`config.mk`:
```
export PLATFORM = sky130hd
export DESIGN_NAME = piso_stream
export DESIGN_NICKNAME = d
export VERILOG_FILES = /design/src/rtl/piso_stream.sv
export SDC_FILE = /design/constraint.sdc
export NUM_CORES = 1
export LEC_CHECK = 0
export ABC_AREA = 0
export BUFFER_PORTS_ARGS = -buffer_cell sky130_fd_sc_hd__buf_2
export CAP_MARGIN = 20
export CELL_PAD_IN_SITES_DETAIL_PLACEMENT = 0
export CELL_PAD_IN_SITES_GLOBAL_PLACEMENT = 2
export CORE_ASPECT_RATIO = 1.5
export CORE_MARGIN = 2
export CORE_UTILIZATION = 26
export CTS_CLUSTER_DIAMETER = 40
export DETAILED_ROUTE_END_ITERATION = 7
export HOLD_SLACK_MARGIN = 0.05
export PLACE_DENSITY = 0.75
export SLEW_MARGIN = 20
export SYNTH_ARGS = -nofsm -noshare
export SYNTH_HDL_FRONTEND = slang
export SYNTH_SLANG_ARGS = --single-unit
```
`constraint.sdc`:
```
create_clock -name clk -period 1.6 [get_ports clk]
set_input_delay 0.08 -clock clk [delete_from_list [all_inputs] [get_ports clk]]
set_output_delay 0.08 -clock clk [all_outputs]
set_load 0.005 [all_outputs]
```
`src/rtl/piso_stream.sv`:
```
// piso_stream: takes a WIDTH-bit word over valid/ready and sends it out one bit per accepted serial beat.
// Latency: the first bit appears 1 cycle after the load edge. Consecutive words run with no idle cycle.
// Backpressure: out_ready=0 freezes the shifter. in_ready is high only when idle, or on the last bit while out_ready=1.
// Ports: clk, rst (synchronous, active-high)
//        in_valid / in_ready / in_data       parallel word side
//        out_bit / out_valid / out_ready     serial side, plus out_last on the final bit of a word
//        busy                                a word is in flight (same as out_valid)
// WIDTH must be >= 2.
module piso_stream #(
  parameter int WIDTH     = 8,
  parameter bit MSB_FIRST = 1'b1
) (
  input  logic             clk,
  input  logic             rst,
  input  logic             in_valid,
  output logic             in_ready,
  input  logic [WIDTH-1:0] in_data,
  output logic             out_bit,
  output logic             out_valid,
  input  logic             out_ready,
  output logic             out_last,
  output logic             busy
);

  localparam int              CW       = $clog2(WIDTH);
  localparam logic [CW-1:0]   LAST_IDX = CW'(WIDTH - 1);

  typedef enum logic {
    IDLE  = 1'b0,
    SHIFT = 1'b1
  } state_t;

  state_t           r_state;
  logic [WIDTH-1:0] r_sreg;
  // Number of bits still to send after the one currently on out_bit.
  logic [CW-1:0]    r_cnt;

  logic             w_shifting;
  logic             w_on_last;
  logic             w_load;
  logic             w_xfer;
  logic [WIDTH-1:0] w_sreg_next;

  assign w_shifting = (r_state == SHIFT);
  assign w_on_last  = (r_cnt == '0);

  // A new word can be taken on the same edge that retires the last bit of the previous one.
  // That is what removes the idle cycle between back-to-back words.
  assign in_ready = !w_shifting || (w_on_last && out_ready);
  assign w_load   = in_valid && in_ready;
  assign w_xfer   = w_shifting && out_ready;

  // The output end of the register is fixed by MSB_FIRST.
  // Data always moves toward that end, and zeros fill in from the other side.
  generate
    if (MSB_FIRST) begin : g_msb_first
      assign w_sreg_next = {r_sreg[WIDTH-2:0], 1'b0};
      assign out_bit     = r_sreg[WIDTH-1];
    end else begin : g_lsb_first
      assign w_sreg_next = {1'b0, r_sreg[WIDTH-1:1]};
      assign out_bit     = r_sreg[0];
    end
  endgenerate

  assign out_valid = w_shifting;
  assign busy      = w_shifting;
  assign out_last  = w_shifting && w_on_last;

  always_ff @(posedge clk) begin
    if (rst) begin
      r_state <= IDLE;
      r_sreg  <= '0;
      r_cnt   <= '0;
    end else if (w_load) begin
      // This covers a load from IDLE and a reload on the last accepted bit.
      r_state <= SHIFT;
      r_sreg  <= in_data;
      r_cnt   <= LAST_IDX;
    end else if (w_xfer) begin
      if (!w_on_last) begin
        r_sreg <= w_sreg_next;
        r_cnt  <= r_cnt - CW'(1);
      end else begin
        r_state <= IDLE;
      end
    end
  end

endmodule
```
==> run_results.csv, run 1 <==
group,metric,value,unit
worst_setup_path,worstPathArrival,1.68,ns
power,swShare,28.06,%
synth,syn_nets,97,
grt,grt_max_degree,15,
synth,netlist_area,703.2,um^2
synth,synth_top_area_share,34.16,%
grt,grt-ovfl-total,0,
worst_setup_path,r2r_end,"r_cnt[2]",
final_layout,fin_nets,116,
sta,layout_worst_path_cycle_share,94.29,%
sta,fin_crit,1.509,ns
floorplanning,rows,23,
grt,grt_pass1_vias,670,
synth,syn_area_per_cell,8.472,um^2
clock_network,cts_tree,"yes",
final_layout,drive_gt1_share,32.67,%
sta,skew,0.0004909,ns
power,clockPowerShare,35.2,%
clock_network,clk_pin_slew,0.05,ns
sta,tightest_slew,0.3255,ns
worst_hold_path,hold_depth,3,
sta,rsz0062_at_grt,"false",
synth,seq_area_frac_synth,34.16,%
worst_hold_path,hold_end,"r_sreg[0]",
worst_setup_path,max_stage_delay,0.49,ns
power,combPwrFrac,26.3,%
sta,setup_slack,0.09134,ns
placement,gp_congestion,0.7934,
power,p_seq_share,38.5,%
placement,numPortBuffers,16,
clock_network,clk_latency,0.24,ns
placement,place_hpwl,1.291,mm
sta,slew_headroom,77.68,%
clock_network,cts_max_level,1,
sta,finalSetupViolations,0,
power,leakage,0.3558,nW
floorplanning,die_w,46.46,um
routing,via_per_inst,4.993,
outcome,status,"finished, final reports clean",
worst_setup_path,r2r_slack,0.09,ns
synth,syn_inst,83,
routing,routed_wl,1.740,mm
clock_network,cts_buffers,3,
synth,synth.top_cells.by_count,"dfxtp_1, o21ai_0, a21oi_1",
final_layout,syn_to_final_growth,27.22,%
sta,setup_tns,0,ns
worst_setup_path,rr_worst_depth,5,
worst_setup_path,cp.required,1.77,ns
routing,ant_nets,0,
floorplanning,start_util,26.85,%
grt,antenna_found_initial,0,
worst_setup_path,start_kind,"flip-flop",
power,powerDensity,1047,mW/mm^2
final_layout,nFillCells,294,
synth,synth_cell_type_count,28,
sta,fmax,0.6628,GHz
routing,vias,689,
synth,yosysTopAreaCell,"dfxtp_1",
final_layout,n_antenna_cell,0,
clock_network,cts.path.max_buffers,2,
synth,synth_area_leaders,"dfxtp_1, a311oi_1, o21ai_0, a21oi_1, nand3_1",
floorplanning,io_pins,17,
worst_setup_path,worstReg2RegStart,"r_cnt[0]",
power,power_switching,262.9,uW
floorplanning,core_area,0.002619,mm^2
worst_setup_path,crit_chain,"inv_1 -> ha_4 -> nor3b_2 -> or4_1 -> a41oi_2",
routing,drc_errors,0,
worst_setup_path,critPathCaptureType,"flip-flop",
placement,dp_slack,-0.02402,ns
floorplanning,die_height,67.69,um
clock_network,root_buffer,"clkbuf_8",
sta,drv_slew,0,
worst_setup_path,critPathMaxFanout,5,
clock_network,cts_sinks,12,
floorplanning,die_area,0.003145,mm^2
worst_hold_path,hold_class,"primary input to flip-flop",
sta,finalHoldViolations,0,
worst_hold_path,holdCritStartpoint,"in_data[0]",
routing,wire_per_inst,12.61,um
routing,drt_pass1_iterations,4,
worst_setup_path,critPathSlowestCell,"or4_1",
synth,synth_edf_count,0,
grt,grt_pass1_wl,2.960,mm
synth,synth_ff_type,"dfxtp_1",
synth,ys_warn_count,0,
power,internal_power,674.0,uW
power,vdd_ir_drop_max,526.6,uV
routing,drtIter0Drc,8,
synth,yosysMostFrequentCell,"dfxtp_1",
run,cap_viol_max_count,0,
synth,ys_seq_elements,12,
synth,ys_async_sr_fraction,0,%
grt,grt_usage,13.15,%
worst_setup_path,crit_type,"flip-flop to flip-flop",
==> what timing repair did <==
item                                    in CTS  in global routing
gates cloned                                 0                  0
buffers inserted                             0                  1
pin swaps                                    0                  1
hold buffers                                 0                  0
hold endpoints to repair                     0                  0
resized for setup                            2                  5
endpoints found under the setup margin       4                 10
==> worst max-delay path by stage <==
stage                           to  slack, ns      from  cells past startpoint
after floorplan           r_cnt[2]       0.13  r_cnt[0]                      5
after global placement    r_cnt[1]      0.008  r_cnt[0]                      5
after detailed placement  r_cnt[1]      -0.02  r_cnt[0]                      5
after CTS                 r_cnt[2]       0.02  r_cnt[0]                      5
after global routing      r_cnt[2]      0.003  r_cnt[0]                      5
final                     r_cnt[2]       0.09  r_cnt[0]                      5
==> stage by stage <==
step / utilization [%] / cell area [um^2] / hold slack (ns) / total power [mW] / instances
2_1_floorplan: - / 703.2 / 0.1587 / 0.5267 / 83
3_3_place_gp: 30.86 / 808.3 / 0.3422 / 0.5961 / 133
3_5_place_dp: 30.86 / 808.3 / 0.3582 / 0.5980 / 133
4_1_cts: 33.25 / 870.8 / 0.1021 / 0.9387 / 137
5_1_grt: 34.16 / 894.6 / 0.1182 / 1.006 / 138
6_report: 34.16 / 894.6 / 0.1007 / 0.9369 / 138
==> registers in the layout (all words and copies together) (netlist names) <==
signal / cells
r_sreg: 8
r_cnt: 3
busy: 1
==> kinds of logic after synthesis <==
group	share of synthesized area [%]
compound gates	31.50
fa+ha+maj	3.558
buf+inv	10.50
flops	34.16
mux	3.025
simple gates	17.26
==> layout make-up <==
cell class | instances | area [um^2] | share of cell area [%]
Tap cell | 37 | 46.29 | 5.175
Inverter | 6 | 22.52 | 2.517
Timing Repair Buffer | 21 | 117.6 | 13.15
Sequential cell | 12 | 240.2 | 26.85
Clock buffer | 4 | 55.05 | 6.154
Multi-Input combinational cell | 58 | 412.9 | 46.15
==> cell usage in the layout, fill, tap and decap left out <==
master and instances:
nor3b_2 1, dfxtp_1 12, nor2b_1 1, a41oi_2 1, or3b_4 1, a221o_1 1
nand3_1 7, a211oi_2 1, ha_4 1, buf_4 5, inv_1 6, o21ai_1 1
buf_2 16, a221oi_1 1, a21o_1 1, nand4b_1 1, or4_1 1, and4b_2 1
nor2_1 4, nand2b_1 2, nor2_2 1, o21ai_0 10, and2_1 1, a21oi_1 10
mux2_2 1, a311oi_1 7, mux2i_1 1, ha_1 1, clkbuf_8 4
==> worst max-delay path, delay by kind of cell, from the launching register on <==
family | cells | cell delay (ns)
buffers and inverters | 1 | 0.09
and+or+nand+nor | 2 | 0.66
adders and majority gates | 1 | 0.18
AOI/OAI and AO/OA | 1 | 0.18
DFF | 1 | 0.33
==> power groups by stage <==
stage	sequential, mW	combinational [mW]	clock (mW)
final	0.361	0.246	0.330
after global routing	0.366	0.282	0.358
after CTS	0.361	0.234	0.343
after detailed placement	0.367	0.231	0
after global placement	0.366	0.230	0
after floorplan	0.360	0.167	0
==> routing by layer <==
layer	vias up	GRT usage, %	share of wire, %
met3	2	1.604	2.2
met4	0	8.571	1.7
met1	330	13.85	43
met5	-	0	0
li1	344	-	-
met2	13	23.26	53
No activity file was read; power rests on OpenSTA's default activity.
==> inputs of run 2 (changes only) <==
- CORE_UTILIZATION: 26 -> 29
- PLACE_DENSITY: 0.75 -> 0.79
- clock period: 1.6 -> 1.65 ns (I/O delays scaled with it)
==> run 2 against run 1 <==
Net effect:
- critical path depth did not move
- via count fell by 2.0%
- non-clock buffer count fell by 4
- global-route usage rose by 0.37 points
- clock power fell by 28%
- combinational power fell by 11%
- largest power group unchanged
- largest cell class unchanged
- die area fell by 9.6%
- sequential power fell by 3%
- cell count fell by 13%
- wire length fell by 3.0%
==> run_results.csv, run 2 (synthesized netlist as in run 1, its figures left out) <==
group,metric,value,unit
worst_setup_path,crit_type,"flip-flop to flip-flop",
routing,wire_per_inst,14.07,um
grt,grt-ovfl-total,0,
routing,drtIter0Drc,37,
grt,grt_max_degree,15,
final_layout,largest_register_ffs,8,
floorplanning,die_area,0.002843,mm^2
worst_hold_path,hold_class,"primary input to flip-flop",
sta,setup_slack,0.1050,ns
routing,drt_pass1_iterations,4,
sta,layout_worst_path_cycle_share,93.64,%
power,powerDensity,987.1,mW/mm^2
worst_setup_path,cpLargestDelayFamily,"simple AND/OR/NAND/NOR gates",
worst_setup_path,start_kind,"flip-flop",
power,clockPowerShare,29.5,%
floorplanning,io_pins,17,
final_layout,n_antenna_cell,0,
grt,grt_pass1_wl,2.904,mm
clock_network,clk_latency,0.27,ns
worst_setup_path,critPathSlowestCell,"or4_1",
worst_setup_path,critPathMaxFanout,5,
final_layout,design_area,818.3,um^2
sta,fin_crit,1.545,ns
final_layout,layout.cells.non_filler,120,
clock_network,ctsHoldBuffers,0,
run,cap_viol_max_count,0,
sta,setup_tns,0,ns
placement,dp_slack,0.01596,ns
power,combPwrFrac,27.0,%
sta,rsz0062_at_grt,"false",
worst_setup_path,critPathBufInv,1,
worst_setup_path,max_stage_delay,0.49,ns
sta,slew_headroom,69.61,%
power,total_power,807.8,uW
power,swShare,30.66,%
final_layout,syn_to_final_growth,16.37,%
clock_network,cts_sinks,12,
sta,skew,0.0009346,ns
final_layout,regMostFlops,"r_sreg",
power,internal_power,560.1,uW
grt,antenna_found_initial,0,
floorplanning,die_height,64.31,um
sta,tightest_slew,0.4550,ns
final_layout,fin_nets,112,
sta,fmax,0.6472,GHz
routing,ant_nets,0,
outcome,status,"finished, final reports clean",
power,vdd_ir_drop_max,509.5,uV
sta,drv_slew,0,
floorplanning,start_util,31.12,%
clock_network,cts.path.max_buffers,2,
floorplanning,core_area,0.002260,mm^2
power,power_switching,247.6,uW
placement,place_area,768.2,um^2
worst_setup_path,worstPathArrival,1.75,ns
routing,routed_wl,1.688,mm
power,leakage,0.3269,nW
worst_setup_path,critPathCaptureType,"flip-flop",
sta,finalSetupViolations,0,
final_layout,drive_gt1_share,29.90,%
floorplanning,die_w,44.21,um
power,p_seq_share,43.4,%
routing,drc_errors,0,
final_layout,finalCoreUtilization,36.21,%
sta,whs,0.06263,ns
clock_network,cts_tree,"yes",
placement,dp_cells,116,
final_layout,seq_area,240.2,um^2
clock_network,root_buffer,"clkbuf_4",
clock_network,clk_pin_slew,0.08,ns
final_layout,final_common_cell,"buf_2",
clock_network,cts_buffers,3,
placement,numPortBuffers,16,
clock_network,cts_max_level,1,
routing,via_per_inst,5.625,
worst_setup_path,cp.required,1.86,ns
worst_setup_path,crit_chain,"inv_1 -> ha_2 -> nor3b_2 -> or4_1 -> a41oi_2",
final_layout,multi_input_area,402.9,um^2
placement,gp_congestion,0.6932,
sta,finalHoldViolations,0,
grt,grt_pass1_vias,602,
floorplanning,rows,21,
final_layout,nFillCells,260,
final_layout,layout_common_cells,"buf_2, dfxtp_1, o21ai_0, a21oi_1",
grt,grt_usage,13.52,%
placement,place_hpwl,1.195,mm
routing,vias,675,
==> run 2: changes by cell type in the layout (fill, tap and decap cells not counted), sizes merged <==
cell | before | now
buf | 21 | 17
==> run 2: final timing paths <==
kind | start | to | cells past startpoint | slack [ns]
setup / recovery | r_cnt[0] | r_cnt[2] | 5 | 0.10
hold / removal | in_data[0] | r_sreg[0] | 3 | 0.06
setup reg to reg | r_cnt[0] | r_cnt[2] | 5 | 0.10
hold reg to reg | r_sreg[4] | r_sreg[5] | 2 | 0.50
==> run 2: cell type report <==
type / instances / share of cell area, %
clock buffers: 4 / 4.434
inverters: 6 / 2.752
multi-input cells: 58 / 49.24
flip-flops and latches: 12 / 29.36
well taps: 23 / 3.517
repair buffers: 17 / 10.70
==> run 2: metal layers <==
layer | wire length, um | global-route usage [%]
met1 | 789 | 18.35
met2 | 800 | 20.96
met3 | 62 | 1.695
met4 | 36 | 5.682
met5 | 0 | 0
==> run 2: power groups by stage <==
stage | registers (mW) | logic [mW] | clock network [mW]
2_1_floorplan | 0.349 | 0.162 | 0
6_report | 0.351 | 0.218 | 0.239
3_5_place_dp | 0.357 | 0.210 | 0
4_1_cts | 0.350 | 0.212 | 0.247
3_3_place_gp | 0.355 | 0.209 | 0
5_1_grt | 0.357 | 0.250 | 0.257
==> run 2: repair_timing <==
| item | in CTS | in global routing |
|---|---|---|
| gates resized for setup | 0 | 6 |
| endpoints found under the setup margin | 0 | 9 |
| setup buffers | 0 | 0 |
==> run 2: worst min-delay path, stage by stage <==
cell and delay (ns):
buf_2 0.09, o21ai_0 0.06, a21oi_1 0.06
